===== config.mk =====
export PLATFORM = sky130hd
export DESIGN_NAME = hazard_unit
export DESIGN_NICKNAME = d
export VERILOG_FILES = /design/src/rtl/hazard_unit.sv
export SDC_FILE = /design/constraint.sdc
export NUM_CORES = 1
export LEC_CHECK = 0
export ABC_AREA = 1
export BUFFER_PORTS_ARGS = -buffer_cell sky130_fd_sc_hd__buf_2
export CORE_UTILIZATION = 56
export CTS_CLUSTER_DIAMETER = 100
export CTS_CLUSTER_SIZE = 25
export DETAILED_ROUTE_END_ITERATION = 7
export PLACE_DENSITY = 0.81
export SKIP_CTS_REPAIR_TIMING = 1
export SLEW_MARGIN = 20
export SYNTH_ARGS = -nofsm -noshare
export SYNTH_HDL_FRONTEND = slang
export SYNTH_SLANG_ARGS = --single-unit

===== constraint.sdc =====
create_clock -name clk -period 3.6 [get_ports clk]
set_input_delay 0.9 -clock clk [delete_from_list [all_inputs] [get_ports clk]]
set_output_delay 0.9 -clock clk [all_outputs]
set_load 0.02 [all_outputs]

===== src/rtl/hazard_unit.sv =====
// Pipeline hazard controller: operand forwarding, load-use and branch hazard
// stall/flush control, data-memory wait FSM with timeout watchdog, event counters.
module hazard_unit #(
  parameter int unsigned MEM_TIMEOUT = 16,
  parameter int unsigned CNT_W       = 32
) (
  input  logic             clk,
  input  logic             rst,
  input  logic [4:0]       Rs1D,
  input  logic [4:0]       Rs2D,
  input  logic [4:0]       Rs1E,
  input  logic [4:0]       Rs2E,
  input  logic [4:0]       RdE,
  input  logic [1:0]       ResultSrcE,
  input  logic             PCSrcE,
  input  logic [4:0]       RdM,
  input  logic             RegWriteM,
  input  logic [4:0]       RdW,
  input  logic             RegWriteW,
  input  logic             MemReqM,
  input  logic             MemReadyM,
  output logic [1:0]       ForwardAE,
  output logic [1:0]       ForwardBE,
  output logic             StallF,
  output logic             StallD,
  output logic             StallE,
  output logic             StallM,
  output logic             FlushD,
  output logic             FlushE,
  output logic             FlushW,
  output logic             MemTimeout,
  output logic [CNT_W-1:0] StallCount,
  output logic [CNT_W-1:0] FlushCount,
  output logic [1:0]       DbgState
);

  typedef enum logic [1:0] {
    ST_RUN   = 2'd0,
    ST_WAIT  = 2'd1,
    ST_ERROR = 2'd2
  } state_e;

  // wait_cnt holds the number of not-ready cycles already elapsed, so the
  // trip compare is the same in RUN (count 0) and WAIT.
  localparam logic [15:0] TRIP = 16'(MEM_TIMEOUT - 1);

  state_e           state_q, state_d;
  logic [15:0]      wait_cnt_q, wait_cnt_d;
  logic [CNT_W-1:0] stall_cnt_q, stall_cnt_d;
  logic [CNT_W-1:0] flush_cnt_q, flush_cnt_d;
  logic             lw_stall;
  logic             mem_stall;
  logic             trip;

  function automatic logic [1:0] fwd_sel(input logic [4:0] rs);
    logic [1:0] sel;
    sel = 2'b00;
    if (RegWriteM && (RdM != 5'd0) && (RdM == rs))
      sel = 2'b10;
    else if (RegWriteW && (RdW != 5'd0) && (RdW == rs))
      sel = 2'b01;
    return sel;
  endfunction

  assign ForwardAE = fwd_sel(Rs1E);
  assign ForwardBE = fwd_sel(Rs2E);

  assign lw_stall  = (ResultSrcE == 2'b01) && (RdE != 5'd0) &&
                     ((RdE == Rs1D) || (RdE == Rs2D));
  assign mem_stall = MemReqM && !MemReadyM;
  assign trip      = mem_stall && (wait_cnt_q == TRIP);

  always_comb begin
    state_d    = state_q;
    wait_cnt_d = wait_cnt_q;
    case (state_q)
      ST_RUN: begin
        wait_cnt_d = 16'd0;
        if (trip) begin
          state_d = ST_ERROR;
        end else if (mem_stall) begin
          state_d    = ST_WAIT;
          wait_cnt_d = 16'd1;
        end
      end
      ST_WAIT: begin
        if (trip) begin
          state_d = ST_ERROR;
        end else if (mem_stall) begin
          wait_cnt_d = wait_cnt_q + 16'd1;
        end else begin
          state_d    = ST_RUN;
          wait_cnt_d = 16'd0;
        end
      end
      ST_ERROR: state_d = ST_ERROR;
      default: begin
        state_d    = ST_RUN;
        wait_cnt_d = 16'd0;
      end
    endcase
  end

  // A frozen Execute stage re-presents a pending branch or load bubble, so
  // suppressing FlushD/FlushE during a memory wait defers them rather than losing them.
  always_comb begin
    StallF = 1'b0;
    StallD = 1'b0;
    StallE = 1'b0;
    StallM = 1'b0;
    FlushD = 1'b0;
    FlushE = 1'b0;
    FlushW = 1'b0;
    if (state_q == ST_ERROR || mem_stall) begin
      StallF = 1'b1;
      StallD = 1'b1;
      StallE = 1'b1;
      StallM = 1'b1;
      FlushW = 1'b1;
    end else begin
      StallF = lw_stall;
      StallD = lw_stall;
      FlushD = PCSrcE;
      FlushE = lw_stall | PCSrcE;
    end
  end

  always_comb begin
    stall_cnt_d = stall_cnt_q;
    flush_cnt_d = flush_cnt_q;
    if (StallF && (stall_cnt_q != {CNT_W{1'b1}}))
      stall_cnt_d = stall_cnt_q + 1'b1;
    if (FlushE && (flush_cnt_q != {CNT_W{1'b1}}))
      flush_cnt_d = flush_cnt_q + 1'b1;
  end

  always_ff @(posedge clk or posedge rst) begin
    if (rst) begin
      state_q     <= ST_RUN;
      wait_cnt_q  <= 16'd0;
      stall_cnt_q <= '0;
      flush_cnt_q <= '0;
    end else begin
      state_q     <= state_d;
      wait_cnt_q  <= wait_cnt_d;
      stall_cnt_q <= stall_cnt_d;
      flush_cnt_q <= flush_cnt_d;
    end
  end

  assign MemTimeout = (state_q == ST_ERROR);
  assign StallCount = stall_cnt_q;
  assign FlushCount = flush_cnt_q;
  assign DbgState   = state_q;

endmodule


# Yosys cells after proc, flatten, opt, wreduce, memory -nomap -nowiden
# Index checks and enable logic that the tools add are counted.
[classes]
add_sub_neg = 3
eq_ne = 15
muxes = 18
n_bitwise = 2
n_reduce_logical = 21
[ops]
columns = ["cell", "n"]
rows = [
  ["$add A32 B1 Y32 const B", 2],
  ["$ne A32 B32 Y1 const B", 2],
  ["$pmux W16 S3", 1],
  ["$mux W16", 2],
  ["$eq A5 B5 Y1", 6],
  ["$add A16 B1 Y16 const B", 1],
  ["$eq A16 B4 Y1 const B", 1],
  ["$reduce_bool A5 Y1", 3],
  ["$logic_and A1 B1 Y1", 12],
  ["$mux W2", 6],
  ["$mux W1", 8],
  ["$ne A3 B3 Y1 const B", 2],
  ["$pmux W2 S3", 1],
  ["$eq A2 B1 Y1 const B", 2],
  ["$reduce_and A2 Y1", 2],
  ["$eq A2 B2 Y1 const B", 1],
  ["$logic_not A2 Y1", 1],
  ["$logic_or A1 B1 Y1", 2],
  ["$ne A2 B2 Y1 const B", 1],
  ["$logic_not A1 Y1", 1],
  ["$not A1 Y1", 1],
  ["$or A1 B1 Y1", 1],
]
[totals]
reg_bits = 82
output_inout_bits = 78
wordCells = 63

# Longest topological paths before layout
# Gate-level depths: netlist of run 1.
[depth]
ltp_word = 6
ltp_mapped = 13
depth_no_buf = 12

# Worst setup path before layout of run 1
# No wires, ideal clock.
[synth_timing]
kind = "input port to output port"
startpoint = "in MemReqM"
endpoint = "out StallF"
arrival_time_ns = 2.232
required_time_ns = 2.700
slack_ns = 0.468
cell_stages = 9
cell_sequence = "inv_1 > nor2_2 > inv_2 > nand2_1 > inv_1 > nand2_2 > buf_4 > buf_4 > buf_4"
[synth_via]
elab_chain_cells = 3
[synth_lines]
columns = ["element", "line_no", "text"]
rows = [
  ["start, declared", "20", "input logic MemReqM,"],
  ["$logic_and A1 B1 Y1", "70", "assign mem_stall = MemReqM && !MemReadyM;"],
  ["$logic_or A1 B1 Y1", "114", "if (state_q == ST_ERROR || mem_stall) begin"],
  ["$mux W1", "-", ""],
  ["end, declared", "24", "output logic StallF,"],
]
# No other way between the ends.

# Final worst setup path of run 1
[layout_timing]
startpoint = "in MemReqM"
endpoint = "out FlushE"
[layout_via]
elab_chain_cells = 3
[layout_lines]
columns = ["element", "line_no", "text"]
rows = [
  ["$logic_and A1 B1 Y1", "70", ""],
  ["$logic_or A1 B1 Y1", "114", ""],
  ["$mux W1", "114", ""],
  ["end, declared", "29", "output logic FlushE,"],
]
# No other way between the ends.

==> impl_metrics.yaml, run 1 <==
worst_setup_path:
  critical-path-top-delay-family: "buffers and inverters"
  path_cells: "buf_2 -> inv_1 -> nor2_2 -> inv_2 -> nand2_1 -> inv_1 -> nand2_1 -> nand2_1 -> buf_2"
  path_max_fanout: 8
  crit_path_end_kind: "primary output"
  crit_required_ns: 2.70
  crit_buf_inv: 5
  slowest_stage: "buf_2"
  cp_common_cell: "nand2_1"
  start_kind: "input pin"
  arrival_ns: 1.88
  max_stage_delay_ns: 0.19
  critical_path_class: "in2out"
floorplanning:
  start_util_pct: 58.8
  core_um2: 9910
  die_h_um: 104
  die_area_um2: 10800
  rows: 36
  die_w_um: 104
  io_pins: 122
sta:
  setup_tns_ns: 0
  hold_viol: 0
  period_needed_ns: 2.78
  holdWs_ns: 0.533
  skew_ns: 0.0148
  worstMarginPinSlew_ns: 0.526
  fmax_ghz: 0.359
  finalCritPeriodShare_pct: 77.3
  max_slew_margin_pct: 64.9
  rsz0062_at_grt: "false"
  finalSetupViolCount: 0
  slew_viol_final: 0
final_layout:
  register_area_um2: 2050
  area_growth_syn_to_layout_pct: 15.8
  multi_input_area_um2: 3290
  fillers: 927
  drive_gt1_share_pct: 17.7
  nets: 1033
  diodes: 0
drt:
  drc: 0
  vias: 5968
  drt_iter0_drc: 382
  wirelength_um: 14900
  met2_length_um: 7020
  wl_met1_um: 6560
  vias_per_cell: 5.31
  first_pass_iters: 5
  dr.max_layer_used: "met4"
  post_drt_wl_per_cell_um: 13.2
  route.met3.wl_um: 951
  ant_nets: 0
synthesis:
  ys_seq_area_share_pct: 35.2
  synth_commonest_cells: "nand2_1 (323), nand3_1 (96), nor2_1 (87)"
  synthTopCellsByArea: "dfrtp_1 (35%), nand2_1 (21%), nand3_1 (8.3%)"
  syn_nets: 916
  synthFlopType: "dfrtp_1"
  netlist_instances: 869
  yosysTopAreaCellShare_pct: 35.2
  synth_edf_count: 0
  syn_area_per_cell_um2: 6.70
  async_reset_ff_share_pct: 100
  synth_top_cell_by_area: "dfrtp_1"
  netlist_area_um2: 5820
  yosys_warnings: 0
  synth_cell_type_count: 32
  synth-seq-cells: 82
  synth_most_common_cell: "nand2_1"
clock_tree:
  cts.sinks: 82
  cts.clk_slew.worst_paths_ns: 0.09
  clockRootBuffer: "clkbuf_8"
  htree_levels: 3
  clkLatencyLatePin_ns: 0.37
  clk_path_buf_depth: 2
  cts_made_buffers: 9
  cts_tree: "yes"
power:
  p_sw_share_pct: 30.3
  seq_power_share_pct: 45.6
  p_switching_uw: 691
  ir_worst_vdd_mv: 0.214
  p_clk_share_pct: 37.2
  p_leak_uw: 0.00351
  pwr_density_cell_nw_per_um2: 338
  p_int_uw: 1590
  comb_power_share_pct: 17.2
grt:
  grt_pass1_wl_um: 25800
  antenna_found_initial: 0
  overflow: 0
  grt_start_max_net_pins: 83
  grt.total_usage_pct: 28.9
  grt_pass1_vias: 5651
flow_run:
  maxCapViolCount: 0
placement:
  io_buffers: 121
  dp.final_hpwl_um: 11000
  place_congestion: 0.925
hold_path:
  holdCritPathClass: "reg2reg"
outcome:
  outcome: "finished, final reports clean"
## per-stage QoR
step | cells | instance area (um^2) | setup WS [ns] | power, uW | util, %
final | 1124 | 6750 | 0.818 | 2280 | 68.1
after global routing | 1124 | 6750 | 0.715 | 2370 | 68.1
after CTS | 1124 | 6750 | 0.831 | 2290 | 68.1
after detailed placement | 1108 | 6490 | 0.815 | 1450 | 65.5
after global placement | 1108 | 6490 | 0.879 | 1440 | 65.5
after floorplan | 869 | 5820 | 0.468 | 1310 | -
## final timing paths
check | slack (ns) | cells after the start | startpoint | end
max in group asynchronous | 2.62 | 3 | rst | StallCount[3]
setup / recovery | 0.82 | 9 | MemReqM | FlushE
hold / removal | 0.53 | 2 | StallCount[8] | StallCount[8]
setup reg to reg | 1.33 | 11 | DbgState[1] | FlushCount[18]
min in group asynchronous | 0.59 | 3 | rst | StallCount[28]
hold reg to reg | 0.53 | 2 | StallCount[8] | StallCount[8]
## layout make-up
class / instances / area share, %
Clock buffer: 10 / 2.04
Clock inverter: 6 / 1.67
Inverter: 89 / 4.97
Multi-Input combinational cell: 678 / 48.7
Sequential cell: 82 / 30.4
Tap cell: 133 / 2.47
Timing Repair Buffer: 126 / 9.72
## worst register-to-register path, stage by stage, from the launching register on
cell     delay, ns
dfrtp_1       0.46
inv_1         0.08
nor2_1        0.05
inv_1         0.13
nand2_1       0.12
inv_1         0.13
nand2_1       0.09
nand2_1       0.13
buf_4         0.41
nand2_2       0.35
nand2_1       0.15
nand2_1       0.06
## placed cells by master (no fill, tap or decap), types with 4 or more instances in the layout
cell type	netlist	layout
nand2_1	323	323
buf_2	7	121
nand3_1	96	96
nor2_1	87	87
inv_1	85	84
dfrtp_1	82	82
xor2_1	34	34
nand4_1	25	25
xnor2_1	24	24
nor3_1	23	23
nand3b_1	10	10
clkbuf_8	0	10
nor2_2	9	9
o21ai_1	7	7
a21oi_1	7	7
o21ai_0	6	6
o21ai_2	5	5
inv_2	4	4
nand2_2	4	4
buf_4	8	4
## registers in the layout (all words and copies together) (netlist names)
| register | cells |
|---|---|
| wait_cnt_q | 16 |
| StallCount | 32 |
| DbgState | 2 |
| FlushCount | 32 |
## power by group through the flow
stage	Clock (uW)	Sequential, uW	Combinational [uW]
2_1_floorplan	0	1100	217
3_3_place_gp	0	1060	385
3_5_place_dp	0	1050	396
4_1_cts	857	1040	396
5_1_grt	888	1050	439
6_report	846	1040	392
## metal layers
layer,track usage (%),up-vias
li1,-,2986
met1,39.7,2725
met2,46.6,226
met3,3.26,31
met4,12.1,0
met5,0,-
## kinds of logic after synthesis
| kind of cell | synth area share, % |
|---|---|
| xor+xnor | 8.72 |
| flops | 35.2 |
| simple gates | 44.3 |
| fa+ha+maj | 0.645 |
| buf+inv | 8.34 |
| compound gates | 2.73 |
No activity file was read; power rests on OpenSTA's default activity.
==> run 2: changes to the inputs <==
Settings changed: CORE_UTILIZATION 56 to 51, PLACE_DENSITY 0.81 to 0.78.
Clock period 3.6 ns to 2.5 ns, I/O delays scaled along.
==> run 2 against run 1 <==
Utilization down 5.5 points. Critical endpoint is now ForwardAE[0]. Register-to-register slack worse by 0.87 ns. Sequential share of layout area down 0.54 points. Largest power group unchanged. Via count down 1.7%. Wire length decreased by 3.1%. Worst setup slack got worse by 0.54 ns. Clock power is 61% higher. Die area grew 9.6%.
==> impl_metrics.yaml, run 2 (same netlist as run 1, synthesis figures left out) <==
outcome:
  outcome: "finished, final reports clean"
power:
  p_sw_share_pct: 29.8
  ir_worst_vdd_mv: 0.411
  p_leak_uw: 0.00355
  seq_power_share_pct: 43.4
  p_clk_share_pct: 39.7
  pwr_density_cell_nw_per_um2: 500
  comb_power_share_pct: 16.9
  p_switching_uw: 1020
  p_int_uw: 2410
worst_setup_path:
  rr_startpoint: "StallCount[1]"
  arrival_ns: 1.60
  critical-path-top-delay-family: "simple AND/OR/NAND/NOR gates"
  start_kind: "input pin"
  slowest_stage: "o21ai_0"
  critical_path_class: "in2out"
  cp_common_cell: "buf_2"
  crit_path_end_kind: "primary output"
  rr_endpoint: "StallCount[5]"
  crit_buf_inv: 2
  cp-startpoint: "RdM[0]"
  reg2reg_depth: 9
  path_cells: "buf_2 -> nor2_1 -> nand2_1 -> o21ai_0 -> nor4_1 -> nor3_1 -> buf_2"
  max_stage_delay_ns: 0.22
  crit_required_ns: 1.88
  cp.depth: 7
  path_max_fanout: 3
  rrSetupSlack_ns: 0.46
clock_tree:
  cts_tree: "yes"
  cts.clk_slew.worst_paths_ns: 0.06
  cts_made_buffers: 9
  cts.sinks: 82
  htree_levels: 3
  clockRootBuffer: "clkbuf_16"
  clkLatencyLatePin_ns: 0.34
  clk_path_buf_depth: 2
sta:
  finalCritPeriodShare_pct: 88.9
  period_needed_ns: 2.22
  setup_tns_ns: 0
  rsz0062_at_grt: "false"
  slew_viol_final: 0
  fmax_ghz: 0.450
  worstMarginPinSlew_ns: 0.553
  skew_ns: 0.00545
  max_slew_margin_pct: 63.1
  hold_viol: 0
  finalSetupViolCount: 0
drt:
  vias_per_cell: 5.16
  wirelength_um: 14400
  vias: 5867
  drc: 0
  ant_nets: 0
  drt_iter0_drc: 419
  post_drt_wl_per_cell_um: 12.7
  first_pass_iters: 5
placement:
  io_buffers: 121
  dp.final_hpwl_um: 11100
  place_congestion: 0.938
  placed_cells: 1120
  placed_cell_area_um2: 6560
final_layout:
  stdcell_count: 1136
  final_area_um2: 6870
  final_common_cell: "nand2_1"
  drive_gt1_share_pct: 18.2
  area_growth_syn_to_layout_pct: 17.9
  diodes: 0
  mostFrequentLayoutCells: "nand2_1 (322), buf_2 (121), nand3_1 (96)"
  nets: 1038
grt:
  grt_pass1_vias: 5230
  grt.total_usage_pct: 25.8
  overflow: 0
  grt_start_max_net_pins: 48
  antenna_found_initial: 0
  grt_pass1_wl_um: 24100
hold_path:
  holdCritPathClass: "in2async"
flow_run:
  maxCapViolCount: 0
floorplanning:
  start_util_pct: 53.0
  core_um2: 11000
  die_w_um: 109
  io_pins: 122
  die_h_um: 109
  die_area_um2: 11800
  rows: 38
==> run 2: cell types whose count changed in the layout (fill, tap and decap cells not counted), moves of 2 or more <==
| cell | previous run | this run |
|---|---|---|
| clkbuf_8 | 10 | 1 |
| clkbuf_16 | 0 | 9 |
| bufinv_16 | 3 | 1 |
| buf_4 | 4 | 8 |
| clkinv_4 | 1 | 3 |
| clkinv_2 | 2 | 0 |
| clkinvlp_4 | 0 | 2 |
==> run 2: stage by stage <==
step                hold slack [ns]  util [%]  setup slack, ns  total power, uW
floorplan                     0.491         -           0.0138             1890
global placement              0.505      59.7            0.299             2090
detailed placement            0.507      59.7            0.275             2100
CTS                           0.337      62.5            0.259             3460
global route                  0.366      62.5            0.126             3590
finish                        0.325      62.5            0.278             3430
==> run 2: power by group through the flow <==
stage | Clock [uW] | Sequential (uW) | Combinational (uW)
after global routing | 1440 | 1500 | 651
final | 1360 | 1490 | 581
after floorplan | 0 | 1580 | 314
after global placement | 0 | 1510 | 576
after detailed placement | 0 | 1510 | 584
after CTS | 1390 | 1490 | 587
==> run 2: cell type report <==
cell class | instances | area, um^2
repair buffers | 131 | 706
fillers | 1012 | 4120
clock buffers | 11 | 243
well taps | 140 | 175
multi-input cells | 678 | 3290
flip-flops and latches | 82 | 2050
inverters | 89 | 338
clock inverters | 5 | 63.8
==> run 2: layer usage <==
layer	GRT usage, %	up-vias	routed length, um
met3	4.42	27	708
met2	41.8	173	6630
met1	34.6	2670	6790
met4	8.98	0	276
li1	-	2997	-
met5	0	-	0
==> run 2: how the worst max path moves through the flow <==
| stage | endpoint | slack [ns] |
|---|---|---|
| 6_report | ForwardAE[0] | 0.28 |
| 4_1_cts | FlushE | 0.26 |
| 5_1_grt | ForwardAE[0] | 0.13 |
| 2_1_floorplan | StallF | 0.01 |
| 3_5_place_dp | StallCount[6] | 0.27 |
| 3_3_place_gp | ForwardAE[0] | 0.30 |
==> run 2: worst register-to-register path, stage by stage, from the launching register on <==
cell and delay, ns:
dfrtp_1 0.42, ha_1 0.30, nand3_2 0.16, inv_2 0.11, nand3_2 0.09, nor3_4 0.23, nand2_4 0.22, nand2_8 0.28
nand2_1 0.09, o21ai_1 0.08
